[src/rtl/rx_pkg.sv]
// ============================================================================
// Module      : rx_pkg
// Description : Shared types and constants for the USB full-speed RX bit path.
// Revision    : 1.0 - initial release
// ============================================================================
`default_nettype none

package rx_pkg;

    typedef enum logic [2:0] {
        IDLE     = 3'd0,
        ACTIVE   = 3'd1,
        ERR      = 3'd2,
        EOP1     = 3'd3,
        EOP_WAIT = 3'd4
    } rx_dec_state_t;

    // Line states as {D+, D-}
    localparam logic [1:0] LINE_J   = 2'b10;
    localparam logic [1:0] LINE_K   = 2'b01;
    localparam logic [1:0] LINE_SE0 = 2'b00;

    localparam int DEF_CLKS_PER_BIT = 8;
    localparam int DEF_SAMPLE_POINT = 3;
    localparam int DEF_STUFF_LEN    = 6;

    function automatic logic is_rcving(input rx_dec_state_t s);
        return (s == ACTIVE) || (s == ERR);
    endfunction

endpackage

`default_nettype wire

[src/rtl/rx_edge_detect.sv]
// ============================================================================
// Module      : rx_edge_detect
// Description : Flags any change of the synchronized D+/D- pair vs last cycle.
// Revision    : 1.0 - initial release
// ============================================================================
`default_nettype none

module rx_edge_detect
    import rx_pkg::*;
(
    input  logic clk,
    input  logic rst,
    input  logic dplus_i,
    input  logic dminus_i,
    output logic line_edge_o
);

    logic prev_dp_q;
    logic prev_dm_q;

    always_ff @(posedge clk) begin
        if (rst) begin
            {prev_dp_q, prev_dm_q} <= LINE_J;
        end else begin
            prev_dp_q <= dplus_i;
            prev_dm_q <= dminus_i;
        end
    end

    assign line_edge_o = (dplus_i != prev_dp_q) || (dminus_i != prev_dm_q);

endmodule

`default_nettype wire

[src/rtl/rx_bit_decode.sv]
// ============================================================================
// Module      : rx_bit_decode
// Description : USB FS RX bit recovery: edge-resynced sampling, NRZI decode,
//               bit-unstuffing and SE0 end-of-packet detection.
//               Optional: define RX_STUFF_ERR_EN to flag stuff violations.
// Revision    : 1.0 - initial release
// ============================================================================
`default_nettype none

module rx_bit_decode
    import rx_pkg::*;
#(
    parameter int CLKS_PER_BIT = DEF_CLKS_PER_BIT,
    parameter int SAMPLE_POINT = DEF_SAMPLE_POINT,
    parameter int STUFF_LEN    = DEF_STUFF_LEN
) (
    input  logic clk,
    input  logic rst,
    input  logic dplus_sync,
    input  logic dminus_sync,
    output logic rx_bit,
    output logic bit_valid,
    output logic eop,
    output logic stuff_err,
    output logic rcving
);

    localparam int               CNT_W   = $clog2(CLKS_PER_BIT);
    localparam logic [CNT_W-1:0] CNT_MAX = CNT_W'(CLKS_PER_BIT - 1);
    localparam logic [CNT_W-1:0] CNT_SMP = CNT_W'(SAMPLE_POINT);
    localparam logic [2:0]       ONES_MX = 3'(STUFF_LEN);

    logic             line_edge;
    logic [CNT_W-1:0] cnt_q, cnt_d;
    logic [2:0]       ones_q, ones_d;
    logic             last_q, last_d;
    rx_dec_state_t    state_q, state_d;
    logic             rx_bit_q, rx_bit_d;
    logic             bit_valid_q, bit_valid_d;
    logic             eop_q, eop_d;
    logic             stuff_err_q, stuff_err_d;

    logic             sample;
    logic             se0;
    logic             level;
    logic             dec_bit;

    rx_edge_detect u_edge (
        .clk         (clk),
        .rst         (rst),
        .dplus_i     (dplus_sync),
        .dminus_i    (dminus_sync),
        .line_edge_o (line_edge)
    );

    // Every line transition realigns the bit clock; otherwise free-run.
    always_comb begin
        cnt_d = cnt_q + CNT_W'(1);
        if (line_edge || (cnt_q == CNT_MAX)) begin
            cnt_d = '0;
        end
    end

    assign sample  = (cnt_q == CNT_SMP);
    assign se0     = ({dplus_sync, dminus_sync} == LINE_SE0);
    assign level   = dplus_sync;
    assign dec_bit = (level == last_q);

    always_comb begin
        state_d     = state_q;
        ones_d      = ones_q;
        last_d      = last_q;
        rx_bit_d    = 1'b0;
        bit_valid_d = 1'b0;
        eop_d       = 1'b0;
        stuff_err_d = 1'b0;
        if (sample) begin
            if (se0) begin
                case (state_q)
                    EOP1: begin
                        eop_d   = 1'b1;
                        state_d = EOP_WAIT;
                    end
                    EOP_WAIT: state_d = EOP_WAIT;
                    default:  state_d = EOP1;
                endcase
            end else begin
                last_d = level;
                case (state_q)
                    IDLE: begin
                        if (!dec_bit) begin
                            bit_valid_d = 1'b1;
                            ones_d      = 3'd0;
                            state_d     = ACTIVE;
                        end
                    end
                    ACTIVE, EOP1: begin
                        state_d = ACTIVE;
                        if (ones_q == ONES_MX) begin
                            // A 0 here is the stuffed bit and is swallowed.
                            ones_d = 3'd0;
                            if (dec_bit) begin
`ifdef RX_STUFF_ERR_EN
                                stuff_err_d = 1'b1;
                                state_d     = ERR;
`else
                                rx_bit_d    = 1'b1;
                                bit_valid_d = 1'b1;
`endif
                            end
                        end else begin
                            rx_bit_d    = dec_bit;
                            bit_valid_d = 1'b1;
                            ones_d      = dec_bit ? (ones_q + 3'd1) : 3'd0;
                        end
                    end
                    EOP_WAIT: begin
                        if ({dplus_sync, dminus_sync} == LINE_J) begin
                            state_d = IDLE;
                            ones_d  = 3'd0;
                            last_d  = 1'b1;
                        end
                    end
                    default: state_d = state_q;
                endcase
            end
        end
    end

    always_ff @(posedge clk) begin
        if (rst) begin
            state_q     <= IDLE;
            cnt_q       <= '0;
            ones_q      <= 3'd0;
            last_q      <= 1'b1;
            rx_bit_q    <= 1'b0;
            bit_valid_q <= 1'b0;
            eop_q       <= 1'b0;
            stuff_err_q <= 1'b0;
        end else begin
            state_q     <= state_d;
            cnt_q       <= cnt_d;
            ones_q      <= ones_d;
            last_q      <= last_d;
            rx_bit_q    <= rx_bit_d;
            bit_valid_q <= bit_valid_d;
            eop_q       <= eop_d;
            stuff_err_q <= stuff_err_d;
        end
    end

    assign rx_bit    = rx_bit_q;
    assign bit_valid = bit_valid_q;
    assign eop       = eop_q;
    assign stuff_err = stuff_err_q;
    assign rcving    = is_rcving(state_q);

endmodule

`default_nettype wire

[config.mk]
export PLATFORM = sky130hd
export DESIGN_NAME = rx_bit_decode
export DESIGN_NICKNAME = d
export VERILOG_FILES = /design/src/rtl/rx_pkg.sv /design/src/rtl/rx_edge_detect.sv /design/src/rtl/rx_bit_decode.sv
export SDC_FILE = /design/constraint.sdc
export NUM_CORES = 1
export LEC_CHECK = 0
export ABC_AREA = 0
export BUFFER_PORTS_ARGS = -buffer_cell sky130_fd_sc_hd__buf_2
export CAP_MARGIN = 20
export CORE_UTILIZATION = 59
export CTS_BUF_LIST = sky130_fd_sc_hd__clkbuf_4 sky130_fd_sc_hd__clkbuf_8 sky130_fd_sc_hd__clkbuf_16
export CTS_CLUSTER_DIAMETER = 60
export DETAILED_ROUTE_END_ITERATION = 8
export HOLD_SLACK_MARGIN = 0.05
export MAX_ROUTING_LAYER = met4
export PLACE_DENSITY = 0.78
export SETUP_SLACK_MARGIN = 0.02
export SYNTH_ARGS = -nofsm -noshare
export SYNTH_HDL_FRONTEND = slang
export SYNTH_SLANG_ARGS = --single-unit
[constraint.sdc]
create_clock -name clk -period 2.3 [get_ports clk]
set_input_delay 0.46 -clock clk [delete_from_list [all_inputs] [get_ports clk]]
set_output_delay 0.46 -clock clk [all_outputs]
set_load 0.005 [all_outputs]
==> Word level (Yosys, flattened, before mapping) <==
Index checks and enable logic that the tools add are counted.
{ "word_totals": {"reg_bits": 15, "output_inout_bits": 5, "word_cells": 62} }
{ "classes": {"n_addsub": 2, "n_eq_ne": 15, "n_mux": 17, "bitwise_logic": 3, "reduce_logical": 16} }
{ "ops": {"columns": ["operator", "n"], "rows": [
  ["3-bit two-way mux", 7],
  ["3-bit one-hot mux with 3 select lines", 2],
  ["3-bit by 2-bit equality test with 1-bit output (second input constant)", 3],
  ["3-bit equality test (second input constant)", 3],
  ["1-bit two-way mux", 7],
  ["3-bit by 1-bit adder with 3-bit output (second input constant)", 2],
  ["3-bit != test (second input constant)", 2],
  ["2-bit OR reduction", 3],
  ["3-bit OR reduction", 2],
  ["5-bit AND reduction", 1],
  ["2-bit != test (second input constant)", 2],
  ["4-bit AND reduction", 1],
  ["4-bit nonzero test", 1],
  ["4-bit OR reduction", 1],
  ["3-bit by 1-bit equality test with 1-bit output (second input constant)", 1],
  ["3-bit zero test", 1],
  ["1-bit logical OR", 3],
  ["1-bit NOT", 3],
  ["3-bit nonzero test", 1],
  ["2-bit equality test (second input constant)", 1],
  ["2-bit zero test", 1],
  ["1-bit != test", 2],
  ["1-bit one-hot mux with 2 select lines", 1],
  ["2-bit AND reduction", 1],
  ["1-bit equality test", 1]
]} }

==> Logic depth before layout (Yosys ltp) <==
{ "logic_depth": {"word_depth": 4, "depth_mapped": 6, "depth_no_buf": 6} }

==> Hierarchy <==
From an unflattened synthesis, not the netlist that was laid out.
{ "hier_totals": {"hier_cells": 89, "area_unflattened_um2": 797.0} }
{ "modules_own_cells": {"columns": ["mod", "instances", "cells_each", "area_each_um2", "seq_area_each_um2"], "rows": [
  ["rx_bit_decode", 1, 82, 723.2, 260.2],
  ["rx_edge_detect", 1, 7, 73.8, 40.0]
]} }

==> Least setup slack after synthesis <==
No wires, ideal clock.
{ "synth_path": {"kind": "input port to flip-flop", "from": "in dplus_sync", "to": "reg ones_q[0]", "setup_ps": 72, "arrival_ps": 1489, "setup_slack_ps": 740, "stages": 5, "path_buffers": 1, "cell_sequence": "buf_6 -> xor2_2 -> or3b_4 -> a211o_1 -> mux2i_1"} }
{ "synth_between": {"elab_chain_cells": 4, "word_cells_on_any_way": 10, "cone_classes": "eq/ne: 4; mux: 3; bitwise: 1; reduce/logical: 2"} }
{ "synth_lines": {"columns": ["item", "line_no", "text"], "rows": [
  ["start, declared", "rx_bit_decode.sv:19", "input logic dplus_sync,"],
  ["1-bit equality test", "rx_bit_decode.sv:67", "assign dec_bit = (level == last_q);"],
  ["3-bit two-way mux", "rx_bit_decode.sv:114", "ones_d = dec_bit ? (ones_q + 3'd1) : 3'd0;"],
  ["3-bit two-way mux", "rx_bit_decode.sv:99", "if (ones_q == ONES_MX) begin"],
  ["3-bit one-hot mux with 3 select lines", "rx_bit_decode.sv:89", "case (state_q)"],
  ["end signal, assigned", "rx_bit_decode.sv:143", "ones_q <= ones_d;"],
  ["end, declared", "rx_bit_decode.sv:35", "logic [2:0] ones_q, ones_d;"]
]} }
Several ways; a longest one is shown, not always the timed one.
A chain may end at the register's enable or synchronous reset.

==> Final worst setup path <==
{ "layout_path": {"from": "reg cnt_q[0]", "to": "reg ones_q[1]"} }
{ "layout_between": {"elab_chain_cells": 2} }
{ "layout_lines": {"columns": ["item", "line_no", "text"], "rows": [
  ["start, declared", "rx_bit_decode.sv:34", "logic [CNT_W-1:0] cnt_q, cnt_d;"],
  ["start signal, assigned", "rx_bit_decode.sv:142", "cnt_q <= cnt_d;"],
  ["3-bit by 2-bit equality test with 1-bit output", "rx_bit_decode.sv:64", "assign sample = (cnt_q == CNT_SMP);"],
  ["5-bit AND reduction (no source line)", null, null]
]} }
Every way passes these cells.

==> results.ini <==
[setup_path]
rr_worst_depth = 5
rrSetupSlack_ps = 660
crit_end = ones_q[1]
crit_start = cnt_q[0]
critPathArrivalTime_ps = 1860
timing.rr.start = cnt_q[0]
timing.rr.end = ones_q[1]
critical_path_class = reg -> reg
end_kind = flip-flop
critPathMaxFanout = 8
cp_data_required_time_ps = 2520
start_kind = flip-flop

[clocking]
cts.sinks = 15
h-tree-depth = 1
cts.clk_slew.worst_paths_ps = 90
cts_resized = 0
cts_tree = done
ctsHoldBuffers = 0
cts_inserted_buffers = 3
clk_latency_ps = 280
cts-root-buf = clkbuf_4
cts_max_path_buffers = 2
postCtsSetupRepairBufs = 0

[grt]
gr-usage-all-layers_pct = 23.65
grt_pass1_wl_mm = 2.283
antenna_found_initial = 0
first_global_vias = 509
grt_max_degree = 14
grt_overflow = 0

[die]
start_util_pct = 62.88
fp.dieH_um = 39.24
io_pins = 9
core_mm2 = 0.001301
die-area_mm2 = 0.001540
die_x_um = 39.24
rows = 13

[sta]
layout_min_cycle_time_ps = 1641
setup_violations = 0
hold_viol = 0
fin_skew_ps = 5.656
rsz0062_at_grt = false
fin_hold_ws_ps = 446.9
fmax_ghz = 0.6093
layout_setup_ws_ps = 658.9
tns_ps = 0
post-route-period-util_pct = 71.35
drv_slew = 0

[detailed_routing]
routedWlPerCell_um = 12.73
routed_wl_mm = 1.400
vias_per_cell = 5.645
drt_pass1_iterations = 4
drc = 0
drt_iter0_drc = 18
ant_nets = 0
dr_total_vias = 621

[synthesis]
synthCells = 91
synth_compound_area_share_pct = 12.69
synth_edf_count = 0
synth_cell_type_count = 39
synth_xor_area_share_pct = 5.199
synth_top_family_by_area = simple AND/OR/NAND/NOR gates
syn_nets = 100
ys_seq_area_share_pct = 36.70
synth-async-reset-ratio_pct = 0
synth_fa_ha_area_share_pct = 7.645
syn_area_um2 = 818.3
muxShareOfSynthArea_pct = 2.446
synth-simple-area-share_pct = 26.76
yosysWarnings = 0
ys.flop_type = dfxtp_1
ys_seq_elements = 15
avgSynthCellArea_um2 = 8.992

[status]
outcome = completed

[layout]
final_cell_mix = dfxtp_1 (15), nor2_1 (13), buf_2 (7)
syn_to_final_growth_pct = 4.128
fin_area_um2 = 852.1
drive_above_1_share_pct = 20.00
nFillCells = 112
final_common_cell = dfxtp_1
diodes = 0
final_cells = 110
nets = 105

[hold_path]
hold_start = cnt_q[0]
min_path_type = reg -> reg
whs_path_depth = 1

[power_and_ir_drop]
p_per_area_mw_per_mm2 = 517.9
clock_power_share_pct = 34.0
ir_worst_vdd_uv = 392.7
sequentialPowerShare_pct = 60.0
internal_power_uw = 337.4
switching_share_pct = 23.54
p_sw_uw = 103.9
pwr-share-comb_pct = 6.0
leakagePower_uw = 0.0003293

[placement]
dp.cells = 106
dp_hpwl_um = 999.8
place_area_um2 = 824.5
gp_congestion = 0.7885
place_ws_ps = 622.3
portBuffers = 7

[run]
maxCapViolations = 0

==> worst max-delay path: stages, from the launching register on <==
cell     delay (ps)
dfxtp_1         350
ha_1            190
ha_1            320
o21ai_0         200
and2b_4         320
mux2i_1         180
==> stage by stage <==
| stage | util (%) | total power, µW |
|---|---|---|
| 2_1_floorplan | - | 292.7 |
| 5_1_grt | 65.48 | 461.4 |
| 3_3_place_gp | 63.37 | 296.0 |
| 4_1_cts | 65.48 | 444.5 |
| 3_5_place_dp | 63.37 | 297.2 |
| 6_report | 65.48 | 441.3 |
==> registers in the layout (all words and copies together) (netlist names) <==
name and flops:
bit_valid 1, state_q 3, u_edge.prev_dp_q 1, rx_bit 1
last_q 1, u_edge.prev_dm_q 1, eop 1, cnt_q 3
ones_q 3
==> metal layers <==
metal	wire length (µm)	track usage, %
met1	649	28.27
met2	670	37.92
met3	67	6.936
met4	12	7.759
met5	0	-
==> layout make-up <==
type	count	area (µm²)	share of cell area [%]
clock buffer	3	22.52	2.643
clock inverter	1	5.005	0.5874
inverter	5	18.77	2.203
multi-input combinational	64	451.7	53.01
sequential	15	300.3	35.24
tap	15	18.77	2.203
timing repair buffer	7	35.03	4.112
==> synthesized netlist by cell type, drive strengths merged (2+ instances only) <==
| library cell | instances | area, µm² |
|---|---|---|
| buf | 5 | 40.04 |
| nand2 | 4 | 15.01 |
| a211o | 3 | 27.53 |
| ha | 5 | 62.56 |
| and3 | 2 | 12.51 |
| o21ai | 4 | 20.02 |
| a22oi | 3 | 22.52 |
| nor2b | 2 | 20.02 |
| inv | 5 | 18.77 |
| clkbuf | 2 | 7.510 |
| nor2 | 13 | 48.80 |
| dfxtp | 15 | 300.3 |
| xor2 | 3 | 33.79 |
| mux2i | 2 | 20.02 |
| nand2b | 4 | 25.02 |
==> worst min path at each step <==
stage | endpoint
floorplan | cnt_q[0]
global placement | cnt_q[0]
detailed placement | cnt_q[0]
CTS | cnt_q[0]
global route | cnt_q[0]
finish | cnt_q[0]
==> power by group through the flow <==
stage          sequential [µW]  combinational, µW  clock (µW)
4_1_cts                    265               26.6         153
2_1_floorplan              270               22.3           0
6_report                   265               26.7         150
5_1_grt                    265               29.6         167
3_3_place_gp               271               25.4           0
3_5_place_dp               271               26.2           0
==> cell families after synthesis <==
logic type | after synthesis
AOI/OAI and AO/OA | 14
xor gates and xnor gates | 4
adders and majority gates | 5
buffers and inverters | 12
DFF | 15
muxes | 2
other | 1
and+or+nand+nor | 38
No activity file was read; power rests on OpenSTA's default activity.
